$ cat config.mk
export PLATFORM = sky130hd
export DESIGN_NAME = ppu_bg_fetch_pipe_flat
export DESIGN_NICKNAME = d
export VERILOG_FILES = /design/src/rtl/ppu_pkg.sv /design/src/rtl/ppu_bg_fetch_pipe_if.sv /design/src/rtl/ppu_bg_shifter16.sv /design/src/rtl/ppu_bg_fetch_pipe.sv /design/src/flat_wrapper.sv
export SDC_FILE = /design/constraint.sdc
export NUM_CORES = 1
export LEC_CHECK = 0
export ABC_AREA = 1
export BUFFER_PORTS_ARGS = -buffer_cell sky130_fd_sc_hd__buf_2
export CORE_MARGIN = 1.5
export CORE_UTILIZATION = 57
export CTS_CLUSTER_SIZE = 25
export DETAILED_ROUTE_END_ITERATION = 10
export GPL_ROUTABILITY_DRIVEN = 0
export PLACE_DENSITY = 0.82
export REMOVE_ABC_BUFFERS = 1
export SLEW_MARGIN = 20
export SYNTH_ARGS = -nofsm -noshare
export SYNTH_HDL_FRONTEND = slang
export SYNTH_SLANG_ARGS = --single-unit
$ cat constraint.sdc
create_clock -name clk -period 1.05 [get_ports clk]
set_input_delay 0 -clock clk [delete_from_list [all_inputs] [get_ports clk]]
set_output_delay 0 -clock clk [all_outputs]
set_load 0.05 [all_outputs]
$ cat src/rtl/ppu_pkg.sv
// Shared PPU background definitions: fetch-state encodings,
// VRAM region constants and the fetch phase step condition.
package ppu_pkg;

  typedef enum logic [2:0] {
    ST_SLEEP  = 3'd0,
    ST_IDLE   = 3'd1,
    ST_NT     = 3'd2,
    ST_AT     = 3'd3,
    ST_BG_LSB = 3'd4,
    ST_BG_MSB = 3'd5,
    ST_VBLANK = 3'd6
  } fetch_state_t;

  localparam logic [13:0] NT_BASE   = 14'h2000;
  localparam logic [13:0] AT_OFFSET = 14'h03C0;
  localparam logic [13:0] PT_STRIDE = 14'h1000;

  // x_rendercntr[2:0] value marking the last clk of a fetch phase
  localparam logic [2:0] BG_NEXT_STEP_CONDITION = 3'd3;

endpackage

$ cat src/rtl/ppu_bg_fetch_pipe_if.sv
// VRAM read bus between the background fetch pipe
// and the VRAM arbiter.
interface ppu_bg_fetch_pipe_if;
  logic [13:0] vram_addr;
  logic        vram_rd;
  logic [7:0]  vram_rdata;

  modport master (
    output vram_addr,
    output vram_rd,
    input  vram_rdata
  );

  modport slave (
    input  vram_addr,
    input  vram_rd,
    output vram_rdata
  );
endinterface

$ cat src/rtl/ppu_bg_shifter16.sv
// 16-bit left shifter with parallel load of the low byte
// and a serial tap selected by fine horizontal scroll.
module ppu_bg_shifter16 (
  input  logic       clk,
  input  logic       rst,
  input  logic       shift,
  input  logic       load,
  input  logic [7:0] load_data,
  input  logic [2:0] fine_x,
  output logic       tap
);

  logic [15:0] sr;
  logic [15:0] shifted;

  assign shifted = shift ? {sr[14:0], 1'b0} : sr;

  // a same-clk load overwrites the low byte of the shifted value
  always_ff @(posedge clk) begin
    if (rst) begin
      sr <= '0;
    end else if (load) begin
      sr <= {shifted[15:8], load_data};
    end else begin
      sr <= shifted;
    end
  end

  assign tap = sr[4'd15 - {1'b0, fine_x}];

endmodule

$ cat src/rtl/ppu_bg_fetch_pipe.sv
// Background fetch datapath: VRAM address generation, tile
// latches, pattern/attribute shifters and pixel output.
module ppu_bg_fetch_pipe
  import ppu_pkg::*;
(
  input  logic                clk,
  input  logic                rst,
  input  logic [2:0]          fetch_state,
  input  logic                step_strobe,
  input  logic                pix_strobe,
  input  logic [14:0]         v_addr,
  input  logic [2:0]          fine_x,
  input  logic                bg_pt_sel,
  input  logic                bg_enable,
  ppu_bg_fetch_pipe_if.master vram,
  output logic [3:0]          bg_pixel,
  output logic                coarse_x_inc,
  output logic                tile_loaded
);

  logic is_nt, is_at, is_lsb, is_msb, is_fetch;
  logic cap, reload, shift;
  logic [7:0]  nt_latch, lo_latch;
  logic [1:0]  at_latch;
  logic [2:0]  at_sh;
  logic [7:0]  at_byte;
  logic [13:0] pt_addr, addr_d, addr_q;
  logic        rd_q, load_q;
  logic [3:0]  pix_q;
  logic        tap_lo, tap_hi, tap_a0, tap_a1;

  // state 7 matches none of these and so acts as SLEEP
  assign is_nt    = fetch_state == ST_NT;
  assign is_at    = fetch_state == ST_AT;
  assign is_lsb   = fetch_state == ST_BG_LSB;
  assign is_msb   = fetch_state == ST_BG_MSB;
  assign is_fetch = is_nt | is_at | is_lsb | is_msb;

  assign cap    = step_strobe & bg_enable;
  assign reload = cap & is_msb;
  assign shift  = pix_strobe & bg_enable;

  assign at_sh   = {v_addr[6], v_addr[1], 1'b0};
  assign at_byte = vram.vram_rdata >> at_sh;

  assign pt_addr = (bg_pt_sel ? PT_STRIDE : 14'h0)
                 | {2'b0, nt_latch, 4'h0}
                 | {11'h0, v_addr[14:12]};

  always_comb begin
    addr_d = addr_q;
    unique case (1'b1)
      is_nt:   addr_d = NT_BASE | {2'b0, v_addr[11:0]};
      is_at:   addr_d = NT_BASE | AT_OFFSET
                      | {2'b0, v_addr[11:10], 10'h0}
                      | {8'h0, v_addr[9:7], 3'h0}
                      | {11'h0, v_addr[4:2]};
      is_lsb:  addr_d = pt_addr;
      is_msb:  addr_d = pt_addr | 14'd8;
      default: addr_d = addr_q;
    endcase
  end

  always_ff @(posedge clk) begin
    if (rst) begin
      addr_q   <= '0;
      rd_q     <= 1'b0;
      load_q   <= 1'b0;
      nt_latch <= '0;
      at_latch <= '0;
      lo_latch <= '0;
      pix_q    <= '0;
    end else begin
      addr_q <= addr_d;
      rd_q   <= is_fetch & bg_enable;
      load_q <= reload;
      if (cap & is_nt) nt_latch <= vram.vram_rdata;
      if (cap & is_at) at_latch <= at_byte[1:0];
      if (cap & is_lsb) lo_latch <= vram.vram_rdata;
      if (!bg_enable) begin
        pix_q <= '0;
      end else if (pix_strobe) begin
        pix_q <= {tap_a1, tap_a0, tap_hi, tap_lo};
      end
    end
  end

  ppu_bg_shifter16 u_pat_lo (
    .clk(clk), .rst(rst), .shift(shift), .load(reload),
    .load_data(lo_latch), .fine_x(fine_x), .tap(tap_lo)
  );

  ppu_bg_shifter16 u_pat_hi (
    .clk(clk), .rst(rst), .shift(shift), .load(reload),
    .load_data(vram.vram_rdata), .fine_x(fine_x), .tap(tap_hi)
  );

  ppu_bg_shifter16 u_attr0 (
    .clk(clk), .rst(rst), .shift(shift), .load(reload),
    .load_data({8{at_latch[0]}}), .fine_x(fine_x), .tap(tap_a0)
  );

  ppu_bg_shifter16 u_attr1 (
    .clk(clk), .rst(rst), .shift(shift), .load(reload),
    .load_data({8{at_latch[1]}}), .fine_x(fine_x), .tap(tap_a1)
  );

  assign vram.vram_addr = addr_q;
  assign vram.vram_rd   = rd_q;
  assign bg_pixel       = pix_q;
  assign tile_loaded    = load_q;
  assign coarse_x_inc   = load_q;

endmodule

$ cat src/flat_wrapper.sv
// flat-port wrapper written by rule: the top's interface ports become plain ports
module ppu_bg_fetch_pipe_flat import ppu_pkg::*;
  (clk, rst, fetch_state, step_strobe, pix_strobe, v_addr, fine_x, bg_pt_sel, bg_enable, bg_pixel, coarse_x_inc, tile_loaded, vram_vram_addr, vram_vram_rd, vram_vram_rdata);
  ppu_bg_fetch_pipe_if vram_i ();
  input  logic clk;
  input  logic rst;
  input  logic [2:0] fetch_state;
  input  logic step_strobe;
  input  logic pix_strobe;
  input  logic [14:0] v_addr;
  input  logic [2:0] fine_x;
  input  logic bg_pt_sel;
  input  logic bg_enable;
  output logic [3:0] bg_pixel;
  output logic coarse_x_inc;
  output logic tile_loaded;
  output wire logic [$bits(vram_i.vram_addr)-1:0] vram_vram_addr;
  output wire logic [$bits(vram_i.vram_rd)-1:0] vram_vram_rd;
  input wire logic [$bits(vram_i.vram_rdata)-1:0] vram_vram_rdata;
  assign vram_vram_addr = vram_i.vram_addr;
  assign vram_vram_rd = vram_i.vram_rd;
  assign vram_i.vram_rdata = vram_vram_rdata;
  ppu_bg_fetch_pipe u_core (.clk(clk), .rst(rst), .fetch_state(fetch_state), .step_strobe(step_strobe), .pix_strobe(pix_strobe), .v_addr(v_addr), .fine_x(fine_x), .bg_pt_sel(bg_pt_sel), .bg_enable(bg_enable), .vram(vram_i), .bg_pixel(bg_pixel), .coarse_x_inc(coarse_x_inc), .tile_loaded(tile_loaded));
endmodule
==> Word-level counts from Yosys, hierarchy flattened <==
Index checks and enable logic that the tools add are counted.
{ "word_totals": {"regBits": 102, "latch_bits": 0, "ram_bits": 0, "rom_bits": 0, "in_bits": 35, "output_inout_bits": 21, "memories": 0} }
{ "op_classes": {"n_addsub": 1, "n_mul": 0, "div": 0, "order_cmp": 1, "n_eq_ne": 4, "shifts": 1, "n_mux": 18, "bitwise_logic": 15, "reduce_logical": 3} }
{ "op_table": {"columns": ["op", "count"], "rows": [
  ["16-bit two-way mux", 4],
  ["14-bit case mux with 4 select lines", 1],
  ["8-bit two-way mux", 4],
  ["14-bit by 3-bit OR with 14-bit output", 2],
  ["1-bit binary-select mux with 4-bit select", 4],
  ["14-bit by 12-bit OR with 14-bit output", 1],
  ["14-bit by 6-bit OR with 14-bit output", 1],
  ["13-bit two-way mux", 1],
  ["8-bit by 3-bit >> shifter with 2-bit output", 1],
  ["1-bit bitwise AND", 7],
  ["3-bit by 2-bit == test with 1-bit output, second input constant", 2],
  ["3-bit == test, second input constant", 2],
  ["4-bit by 5-bit < comparator with 1-bit output, second input constant", 1],
  ["1-bit two-way mux", 4],
  ["4-bit nonzero test", 1],
  ["4-bit by 3-bit subtractor with 4-bit output, first input constant", 1],
  ["1-bit OR", 3],
  ["2-bit nonzero test", 1],
  ["2-bit OR reduction", 1],
  ["1-bit inverter", 1]
]} }

==> Logic depth before layout (Yosys ltp) <==
Gate-level depths: netlist of run 1.
{ "logic_depth": {"word_depth": 5, "depth_mapped": 8} }

==> Cells and area by module <==
Synthesis of run 1 repeated with hierarchy kept, for this count alone.
{ "hier_totals": {"hier_cells": 695, "area_unflattened_um2": 4984.8} }
{ "by_module_without_submodules": {"columns": ["mod", "n_inst", "cells_each", "area_each_um2"], "rows": [
  ["ppu_bg_shifter16", 4, 105, 788.3],
  ["ppu_bg_fetch_pipe", 1, 275, 1831.8]
]} }

==> Least setup slack after synthesis of run 1 <==
OpenSTA, ideal clock, no wires.
{ "synth_timing": {"path_type": "flip-flop to flip-flop", "start": "register u_core.vram.vram_addr[1] (netlist name)", "end": "register u_core.addr_q[1], in the netlist u_core.vram.vram_addr[1]", "t_arrival_ps": 890, "slack_ps": 86, "path_stages_with_launch": 3, "n_path_buf": 0, "cell_sequence": "dfxtp_1 o21ai_0 a31oi_1"} }
{ "synth_rtl": {"columns": ["item", "line_no", "rtl"], "rows": [
  ["end signal, assigned", "ppu_bg_fetch_pipe.sv:74", "addr_q <= addr_d;"],
  ["end, declared", "ppu_bg_fetch_pipe.sv:27", "logic [13:0] pt_addr, addr_d, addr_q;"]
]} }

==> Worst setup path after layout of run 1 <==
{ "layout_timing": {"start": "register u_core.addr_q[12], in the netlist u_core.vram.vram_addr[12]", "end": "output vram_vram_addr[12]"} }
{ "layout_rtl": {"columns": ["item", "line_no", "rtl"], "rows": [
  ["end, declared", "flat_wrapper.sv:17", "output wire logic [$bits(vram_i.vram_addr)-1:0] vram_vram_addr;"]
]} }
No word-level cell between the ends.

==> results of run 1 <==
## cell usage after synthesis
master	n	area share (%)
a21oi_1	81	9.3
a31oi_1	1	0.14
buf_2	13	1.5
buf_4	5	0.86
clkbuf_1	17	1.5
clkbuf_2	1	0.11
dfxtp_1	102	47
inv_1	82	7.0
inv_2	1	0.086
nand2_1	111	9.5
nand2_2	5	0.71
nand3_1	36	4.1
nand3_2	1	0.23
nor2_1	62	5.3
nor2_2	1	0.14
o211a_1	3	0.69
o21ai_0	97	11
o21ai_1	9	1.0
o21bai_1	1	0.17
## worst register-to-register path, delay by kind of cell (launching register included)
family,cells,cell delay (ns)
AOI/OAI and AO/OA,1,0.11
buffers and inverters,1,0.06
and+or+nand+nor,4,0.30
DFF,1,0.34
## metal layers
| metal | part of all wire, % | up-vias | wire, µm | global-route usage, % |
|---|---|---|---|---|
| li1 | - | 2179 | - | - |
| met1 | 43 | 1999 | 4400 | 29.9 |
| met2 | 49 | 122 | 5010 | 44.1 |
| met3 | 4.5 | 29 | 454 | 4.97 |
| met4 | 2.7 | 0 | 276 | 12.4 |
| met5 | 0 | - | 0 | 0 |
## power by group through the flow
stage	Clock, mW	Combinational [mW]	Sequential [mW]
after floorplan	0	0.457	4.34
after global placement	0	1.03	4.17
after detailed placement	0	1.05	4.18
after CTS	2.94	1.12	4.09
after global routing	3.09	1.25	4.11
final	2.90	1.14	4.09
## cell usage in the layout, fill, tap and decap left out, types with 2 or more instances in the layout
| master | count |
|---|---|
| nand2_2 | 5 |
| dlygate4sd3_1 | 25 |
| o21ai_0 | 97 |
| inv_1 | 82 |
| dfxtp_1 | 102 |
| nand2_1 | 111 |
| o21ai_1 | 9 |
| a21oi_1 | 81 |
| clkbuf_8 | 10 |
| buf_12 | 7 |
| buf_2 | 55 |
| bufinv_16 | 3 |
| buf_4 | 22 |
| nand3_1 | 36 |
| nor2_2 | 2 |
| o211a_1 | 3 |
| nor2_1 | 61 |
## final cells by class
| cell class | count | area, µm² |
|---|---|---|
| Timing Repair Buffer | 109 | 831 |
| Sequential cell | 102 | 2040 |
| Clock buffer | 11 | 141 |
| Fill cell | 551 | 1930 |
| Multi-Input combinational cell | 408 | 1860 |
| Clock inverter | 4 | 95.1 |
| Tap cell | 99 | 124 |
| Inverter | 83 | 312 |
## worst max-delay path by stage
stage / end / slack (ns)
2_1_floorplan: u_core.u_attr0.sr[1]$_SDFFE_PP0P_ / -0.73
3_3_place_gp: u_core.u_attr1.sr[2]$_SDFFE_PP0P_ / -0.02
3_5_place_dp: u_core.u_attr1.sr[1]$_SDFFE_PP0P_ / -0.07
4_1_cts: vram_vram_addr[9] / 0.06
5_1_grt: vram_vram_addr[12] / 0.01
6_report: vram_vram_addr[12] / 0.04
## sequential cells by signal, summed over array words and instances, names as in the netlist, 2 cells and up
register               count
u_core.vram.vram_addr     14
u_core.u_pat_lo.sr        16
u_core.nt_latch            8
u_core.u_pat_hi.sr        16
u_core.bg_pixel            4
u_core.lo_latch            8
u_core.u_attr1.sr         16
u_core.u_attr0.sr         16
u_core.at_latch            2
## through the flow
step	util (%)	setup WS (ns)	hold WS [ns]	area, µm²
2_1_floorplan	-	-0.731	0.0691	4210
4_1_cts	73.7	0.0582	0.00818	5400
3_5_place_dp	67.1	-0.0686	0.252	4920
3_3_place_gp	67.1	-0.0151	0.229	4920
6_report	73.7	0.0404	0.0213	5400
5_1_grt	73.7	0.0128	0.0239	5400
## logic make-up after synthesis
| group | after synthesis | share of synthesized area [%] |
|---|---|---|
| and+or+nand+nor | 216 | 20.0 |
| AOI/OAI and AO/OA | 192 | 22.4 |
| buffers and inverters | 119 | 11.0 |
| DFF | 102 | 46.6 |
==> flow_metrics.env, run 1 <==
export IMPL_status="finished, final reports clean"
export IMPL_path_delay_family="flip-flops"
export IMPL_vdd_drop_max_uv=1010
export IMPL_synth_distinct_cells=19
export IMPL_total_power_mw=8.13
export IMPL_grt_overflow=0
export IMPL_route_vias_total=4329
export IMPL_crit_buf_inv=1
export IMPL_max_cap_violations=0
export IMPL_dp_hpwl_um=6750
export IMPL_ys_warn_count=0
export IMPL_hp_start="v_addr[1]"
export IMPL_clkTransAtPathRegs_ns=0.10
export IMPL_io_buffers=55
export IMPL_r2r_end="u_core.bg_pixel[2]$_SDFFE_PP0P_"
export IMPL_final_hold_viol_count=0
export IMPL_tns_ns=0
export IMPL_rsz0062_at_grt="false"
export IMPL_r2r_slack_ns=0.19
export IMPL_antenna_found_initial=0
export IMPL_coreArea_mm2=0.00733
export IMPL_drc=0
export IMPL_drv_slew=0
export IMPL_cp_arrival_ns=1.01
export IMPL_min_period_over_period_pct=96.2
export IMPL_grt_pass1_wl_um=17300
export IMPL_grt_usage_pct=25.4
export IMPL_clock_skew_ns=0.0124
export IMPL_holdPathEnd="u_core.at_latch[1]$_SDFFE_PP0P_"
export IMPL_crit_fanout=2
export IMPL_worst_r2r_path_depth=6
export IMPL_start_util_pct=59.8
export IMPL_clock_fmax_ghz=0.990
export IMPL_p_int_mw=6.08
export IMPL_dp_cells=776
export IMPL_firstDrtPassIters=4
export IMPL_path_cells="buf_2"
export IMPL_whs_path_depth=4
export IMPL_setup_viol=0
export IMPL_clockPowerShare_pct=35.7
export IMPL_slowest_delay_ns=0.36
export IMPL_grt_max_degree=44
export IMPL_dieArea_mm2=0.00822
export IMPL_cts_made_buffers=9
export IMPL_grt_pass1_vias=4079
export IMPL_hold_buffers=25
export IMPL_hold_class="in2reg"
export IMPL_postCtsSetupBuffers=0
export IMPL_wl_per_cell_um=12.4
export IMPL_power_density_mw_per_mm2=1500
export IMPL_cts_sinks=102
export IMPL_avgSynthCellArea_um2=6.97
export IMPL_nets=748
export IMPL_cp_required_ns=1.05
export IMPL_sequentialPowerShare_pct=50.3
export IMPL_wirelength_um=10100
export IMPL_cp_depth=1
export IMPL_insertion_delay_ns=0.36
export IMPL_syn_area_mm2=0.00438
export IMPL_p_sw_share_pct=25.3
export IMPL_ant_nets=0
export IMPL_ctsResizeCount=0
export IMPL_relSlewSlack_pct=78.6
export IMPL_leakagePower_nw=2.41
export IMPL_switching_power_mw=2.05
export IMPL_drive_above_1_share_pct=14.9
export IMPL_finalNonFillerCells=816
export IMPL_crit_type="reg2out"
export IMPL_timing_rr_start="u_core.u_attr0.sr[8]$_SDFFE_PP0P_"
export IMPL_start_kind="flip-flop"
export IMPL_crit_path_start="u_core.vram.vram_addr[12]$_SDFFE_PP0P_"
export IMPL_cts_root_buf="clkbuf_8"
export IMPL_die_w_um=90.7
export IMPL_clockBufferDepth=2
export IMPL_synthToLayoutAreaGrowth_pct=23.3
export IMPL_rows=31
export IMPL_tightest_slew_ns=0.320
export IMPL_slowest_stage="dfxtp_1"
export IMPL_pwr_share_comb_pct=14.0
export IMPL_viasPerCell=5.31
export IMPL_ys_seq_elements=102
export IMPL_n_antenna_cell=0
export IMPL_die_height_um=90.7
export IMPL_io_pins=56
export IMPL_synthCells=629
export IMPL_drt_iter0_markers=181
export IMPL_period_needed_ns=1.01
export IMPL_cts_tree="done"
export IMPL_cts_htree_levels=3
export IMPL_end_kind="output pin"
export IMPL_ys_seq_area_share_pct=46.6
Power figures use the tool's default switching activity.
==> run 2, diff against run 1 <==
- CORE_UTILIZATION: 57 -> 58
- SYNTH_HIERARCHICAL: default -> 1
==> flow_metrics.env, run 2 <==
export IMPL_status="finished, final reports clean"
export IMPL_grt_max_degree=44
export IMPL_ys_warn_count=6
export IMPL_clockPowerShare_pct=28.7
export IMPL_ys_seq_elements=102
export IMPL_grt_overflow=0
export IMPL_whs_path_depth=5
export IMPL_dp_cells=860
export IMPL_pwr_share_comb_pct=18.8
export IMPL_slowest_delay_ns=0.35
export IMPL_firstDrtPassIters=5
export IMPL_route_vias_total=4688
export IMPL_ant_nets=0
export IMPL_crit_buf_inv=1
export IMPL_p_int_mw=5.55
export IMPL_die_w_um=95.7
export IMPL_viasPerCell=5.23
export IMPL_crit_fanout=2
export IMPL_yosysTopAreaCellShare_pct=41.0
export IMPL_clock_skew_ns=0.0124
export IMPL_synth_main_ff_cell="dfxtp_1"
export IMPL_hp_start="vram_vram_rdata[6]"
export IMPL_wirelength_um=11100
export IMPL_wl_met3_um=428
export IMPL_wl_per_cell_um=12.4
export IMPL_synthTopCellsByCount="nor2_1 (164), nand2_1 (131), dfxtp_1 (102), inv_1 (75), o21ai_0 (37)"
export IMPL_relSlewSlack_pct=80.0
export IMPL_tightest_slew_ns=0.300
export IMPL_n_fill_cell=629
export IMPL_final_cell_mix="nor2_1 (163), nand2_1 (125), dfxtp_1 (82)"
export IMPL_start_util_pct=60.4
export IMPL_period_needed_ns=0.987
export IMPL_dp_hpwl_um=7680
export IMPL_die_height_um=95.7
export IMPL_path_delay_family="flip-flops"
export IMPL_synth_async_reset_ratio_pct=0
export IMPL_slowest_stage="dfxtp_1"
export IMPL_rsz0062_at_grt="true"
export IMPL_finalNonFillerCells=896
export IMPL_ys_seq_area_share_pct=41.0
export IMPL_p_sw_share_pct=30.8
export IMPL_nets=821
export IMPL_top_layer="met4"
export IMPL_synthCells=695
export IMPL_total_power_mw=8.02
export IMPL_hold_class="in2reg"
export IMPL_cts_sinks=102
export IMPL_synthToLayoutAreaGrowth_pct=18.9
export IMPL_clock_fmax_ghz=1.01
export IMPL_vdd_drop_max_uv=922
export IMPL_cts_root_buf="clkbuf_8"
export IMPL_final_hold_viol_count=0
export IMPL_synth_edf_count=0
export IMPL_cts_htree_levels=3
export IMPL_clkTransAtPathRegs_ns=0.10
export IMPL_synth_distinct_cells=29
export IMPL_coreArea_mm2=0.00826
export IMPL_synth_top_area_cell="dfxtp_1"
export IMPL_drv_slew=0
export IMPL_n_antenna_cell=0
export IMPL_met1_length_um=4880
export IMPL_io_buffers=55
export IMPL_cp_arrival_ns=0.99
export IMPL_grt_pass1_wl_um=18300
export IMPL_end_kind="output pin"
export IMPL_place_area_mm2=0.00549
export IMPL_holdPathEnd="u_core/nt_latch[6]$_SDFFE_PP0P_"
export IMPL_r2r_slack_ns=0.08
export IMPL_min_period_over_period_pct=94.0
export IMPL_drc=0
export IMPL_drt_iter0_markers=236
export IMPL_cts_made_buffers=9
export IMPL_setup_viol=0
export IMPL_r2r_end="u_core/bg_pixel[1]$_SDFFE_PP0P_"
export IMPL_antenna_found_initial=0
export IMPL_leakagePower_nw=2.79
export IMPL_syn_area_mm2=0.00498
export IMPL_crit_type="reg2out"
export IMPL_worst_r2r_path_depth=8
export IMPL_grt_usage_pct=25.0
export IMPL_switching_power_mw=2.47
export IMPL_synthTopCellsByArea="dfxtp_1 (41%), nor2_1 (12%), nand2_1 (9.9%)"
export IMPL_max_cap_violations=0
export IMPL_dr_wl_met2_um=5600
export IMPL_path_cells="buf_2"
export IMPL_rows=33
export IMPL_fin_area_mm2=0.00593
export IMPL_power_density_mw_per_mm2=1350
export IMPL_io_pins=56
export IMPL_timing_rr_start="u_core/u_pat_hi/sr[14]$_SDFFE_PP0P_"
export IMPL_sequentialPowerShare_pct=52.6
export IMPL_avgSynthCellArea_um2=7.17
export IMPL_grt_pass1_vias=4312
export IMPL_clockBufferDepth=2
export IMPL_dieArea_mm2=0.00916
export IMPL_cts_tree="done"
export IMPL_tns_ns=0
export IMPL_start_kind="flip-flop"
export IMPL_yosysMostFrequentCell="nor2_1"
export IMPL_insertion_delay_ns=0.36
export IMPL_drive_above_1_share_pct=25.5
export IMPL_cp_required_ns=1.05
export IMPL_mostFrequentLayoutCell="nor2_1"
run 2: cell count changes after synthesis, moves of 6 or more:
| cell | previous run | this run |
|---|---|---|
| clkbuf_1 | 17 | 1 |
| buf_6 | 0 | 21 |
| o21ai_0 | 97 | 37 |
| nor3_1 | 0 | 25 |
| a21oi_1 | 81 | 18 |
| nor2_1 | 62 | 164 |
| nand4_1 | 0 | 6 |
| buf_2 | 13 | 3 |
| inv_1 | 82 | 75 |
| inv_2 | 1 | 9 |
| a211oi_2 | 0 | 28 |
| nand2_1 | 111 | 131 |
run 2: how the worst max path moves through the flow:
stage	start	end	slack, ns	depth (start not counted)
floorplan	fetch_state[2]	u_core/u_attr0/sr[3]$_SDFFE_PP0P_	-1.62	9
global placement	fetch_state[2]	u_core/u_pat_hi/sr[1]$_SDFFE_PP0P_	-0.05	9
detailed placement	fetch_state[2]	u_core/u_pat_lo/sr[1]$_SDFFE_PP0P_	-0.12	9
CTS	u_core/u_attr0/sr[8]$_SDFFE_PP0P_	u_core/bg_pixel[2]$_SDFFE_PP0P_	0.05	8
global route	u_core/u_attr0/sr[15]$_SDFFE_PP0P_	u_core/bg_pixel[2]$_SDFFE_PP0P_	-0.01	8
finish	u_core/vram.vram_addr[2]$_SDFFE_PP0P_	vram_vram_addr[2]	0.06	1
run 2: power by group through the flow:
stage,Sequential (mW),Combinational (mW),Clock (mW)
floorplan,4.45,0.731,0
CTS,4.20,1.46,2.36
finish,4.22,1.51,2.30
detailed placement,4.29,1.41,0
global route,4.25,1.66,2.50
global placement,4.28,1.36,0
run 2: cell families (layout without fill, tap and decap cells):
kind of cell | Yosys count | count (layout) | synth area share, %
AO/OA/AOI/OAI | 99 | 99 | 14.6
buffers and inverters | 117 | 213 | 12.5
AND/OR/NAND/NOR | 377 | 377 | 32.0
flip-flops | 102 | 102 | 41.0
run 2: layout make-up:
cell class                      count  area, µm²  area share, %
Timing Repair Buffer              108        831           14.0
Clock buffer                        9        124           2.09
Tap cell                          105        131           2.22
Sequential cell                   102       2070           34.9
Clock inverter                      7       56.3          0.950
Multi-Input combinational cell    476       2370           40.0
Inverter                           89        349           5.89
run 2: metal layers:
layer  global-route usage, %  vias up
met3                    4.74       30
met2                    43.5      115
met5                       0        -
li1                        -     2382
met1                    30.3     2161
met4                    9.68        0
run 2: stage by stage:
| stage | hold WS [ns] | worst slack [ns] | utilization, % |
|---|---|---|---|
| after CTS | 0.000555 | 0.0504 | 70.8 |
| after global routing | 0.0275 | -0.0123 | 71.8 |
| after floorplan | 0.0691 | -1.62 | - |
| after detailed placement | 0.277 | -0.117 | 66.4 |
| after global placement | 0.267 | -0.0459 | 66.4 |
| final | 0.0152 | 0.0633 | 71.8 |
run 2: timing repair:
action / CTS / global route
buffers inserted: 0 / 2
hold buffers: 18 / 0
endpoints found under the hold margin: 18 / 0
gates resized for setup: 0 / 38
endpoints found under the setup margin: 0 / 5
==> run 3, diff against run 2 <==
- CORE_MARGIN: 1.5 -> 10
==> flow_metrics.env, run 3 (same netlist as run 2, synthesis figures left out) <==
export IMPL_crit_type="reg2reg"
export IMPL_cts_tree="done"
export IMPL_fin_area_mm2=0.00600
export IMPL_clkTransAtPathRegs_ns=0.10
export IMPL_antenna_found_initial=1
export IMPL_place_area_mm2=0.00550
export IMPL_holdPathEnd="u_core/vram.vram_addr[3]$_SDFFE_PP0P_"
export IMPL_hold_class="in2reg"
export IMPL_worst_r2r_path_depth=8
export IMPL_period_needed_ns=0.995
export IMPL_sequentialPowerShare_pct=48.2
export IMPL_nets=826
export IMPL_max_cap_violations=0
export IMPL_relSlewSlack_pct=81.1
export IMPL_tightest_slew_ns=0.283
export IMPL_final_util_pct=72.2
export IMPL_power_density_mw_per_mm2=1460
export IMPL_whs_ns=0.0255
export IMPL_mostFrequentLayoutCell="nor2_1"
export IMPL_clock_skew_ns=0.0123
export IMPL_whs_path_depth=5
export IMPL_drv_slew=0
export IMPL_grt_pass1_vias=4501
export IMPL_total_power_mw=8.74
export IMPL_status="finished, final reports clean"
export IMPL_viasPerCell=5.32
export IMPL_final_cell_mix="nor2_1 (163), nand2_1 (130), dfxtp_1 (84)"
export IMPL_cts_sinks=102
export IMPL_cts_made_buffers=9
export IMPL_grtUsageMet2_pct=32.3
export IMPL_drt_iter0_markers=334
export IMPL_cp_arrival_ns=1.26
export IMPL_crit_fanout=2
export IMPL_hp_start="v_addr[7]"
export IMPL_drc=0
export IMPL_use_met3_pct=4.28
export IMPL_cts_root_buf="clkbuf_8"
export IMPL_start_util_pct=60.1
export IMPL_wirelength_um=12200
export IMPL_grt_usage_pct=18.4
export IMPL_synthToLayoutAreaGrowth_pct=20.3
export IMPL_leakagePower_nw=2.85
export IMPL_r2r_slack_ns=0.06
export IMPL_grt_overflow=0
export IMPL_clock_fmax_ghz=1.01
export IMPL_vdd_drop_max_uv=859
export IMPL_cts_htree_levels=3
export IMPL_grt_max_degree=48
export IMPL_p_int_mw=6.32
export IMPL_start_kind="flip-flop"
export IMPL_die_height_um=113
export IMPL_end_kind="flip-flop"
export IMPL_dp_hpwl_um=8160
export IMPL_n_fill_cell=629
export IMPL_setup_viol=0
export IMPL_clockBufferDepth=2
export IMPL_tns_ns=0
export IMPL_grt_pass1_wl_um=20200
export IMPL_r2r_end="u_core/bg_pixel[1]$_SDFFE_PP0P_"
export IMPL_wl_per_cell_um=13.6
export IMPL_cp_required_ns=1.31
export IMPL_dieArea_mm2=0.0127
export IMPL_met1_usage_pct=21.3
export IMPL_min_period_over_period_pct=94.7
export IMPL_p_sw_share_pct=27.7
export IMPL_clockPowerShare_pct=34.4
export IMPL_final_hold_viol_count=0
export IMPL_switching_power_mw=2.42
export IMPL_timing_rr_start="u_core/u_pat_hi/sr[14]$_SDFFE_PP0P_"
export IMPL_io_buffers=55
export IMPL_ant_nets=0
export IMPL_grt_busiest_layer="met2"
export IMPL_io_pins=56
export IMPL_die_w_um=113
export IMPL_firstDrtPassIters=5
export IMPL_rows=33
export IMPL_coreArea_mm2=0.00830
export IMPL_route_vias_total=4795
export IMPL_drive_above_1_share_pct=24.4
export IMPL_insertion_delay_ns=0.37
export IMPL_pwr_share_comb_pct=17.4
==> run 3: changes by cell type in the layout (fill, tap and decap cells not counted), moves of 2 or more <==
| cell | before | now |
|---|---|---|
| a21oi_1 | 16 | 14 |
| a21oi_2 | 2 | 4 |
| buf_4 | 26 | 31 |
| bufinv_16 | 0 | 3 |
| clkinvlp_4 | 3 | 0 |
| dfxtp_1 | 82 | 84 |
| dfxtp_2 | 20 | 18 |
| inv_1 | 68 | 70 |
| inv_2 | 16 | 14 |
| nand2_1 | 125 | 130 |
| nand2_2 | 8 | 3 |
| nand3_1 | 31 | 35 |
| nand3_2 | 5 | 1 |
==> run 3: critical path, stage by stage (launching register included) <==
cell and delay [ns]:
dfxtp_2 0.33, inv_1 0.08, nand2_1 0.06, nand3_1 0.07, nand2_1 0.06, nand2_1 0.09
nand2_2 0.08, nand2_1 0.08, a21oi_2 0.05
==> run 3: through the flow <==
stage	instances	worst slack (ns)
2_1_floorplan	667	-1.62
3_3_place_gp	864	-0.0618
3_5_place_dp	864	-0.129
4_1_cts	899	0.000122
5_1_grt	902	-0.00459
6_report	902	0.0551
==> run 3: layer usage <==
layer	up-vias	part of all wire, %
met5	-	0
met4	0	2.8
met3	31	4.7
li1	2391	-
met1	2228	42
met2	145	50
==> run 3: power groups by stage <==
stage	clock network, mW	logic [mW]	registers, mW
2_1_floorplan	0	0.731	4.45
5_1_grt	3.19	1.67	4.24
3_3_place_gp	0	1.37	4.28
4_1_cts	3.06	1.48	4.20
3_5_place_dp	0	1.42	4.29
6_report	3.01	1.52	4.22
==> run 3: area by class of cell <==
cell class                      instances  area [µm²]  share of cell area, %
Tap cell                              105         131                   2.19
Sequential cell                       102        2060                   34.4
Clock buffer                           11         141                   2.36
Clock inverter                          5         104                   1.73
Multi-Input combinational cell        476        2340                   39.1
Inverter                               89         349                   5.82
Timing Repair Buffer                  113         858                   14.3
Antenna cell                            1        2.50                 0.0417
==> run 3: worst max-delay path by stage <==
stage / start / end / cells after the start
final: u_core/u_pat_hi/sr[14]$_SDFFE_PP0P_ / u_core/bg_pixel[1]$_SDFFE_PP0P_ / 8
after global routing: u_core/u_pat_hi/sr[10]$_SDFFE_PP0P_ / u_core/bg_pixel[1]$_SDFFE_PP0P_ / 8
after CTS: u_core/u_pat_hi/sr[12]$_SDFFE_PP0P_ / u_core/bg_pixel[1]$_SDFFE_PP0P_ / 8
after detailed placement: fetch_state[2] / u_core/u_pat_hi/sr[0]$_SDFFE_PP0P_ / 9
after global placement: fetch_state[2] / u_core/u_attr1/sr[4]$_SDFFE_PP0P_ / 11
after floorplan: fetch_state[2] / u_core/u_attr0/sr[3]$_SDFFE_PP0P_ / 9
==> run 3: timing repair <==
item                                   in CTS  in global routing
hold buffers                               19                  0
resized for setup                           0                 27
endpoints found under the hold margin      24                  0
setup endpoints to repair                   0                  4
setup buffers                               0                  2
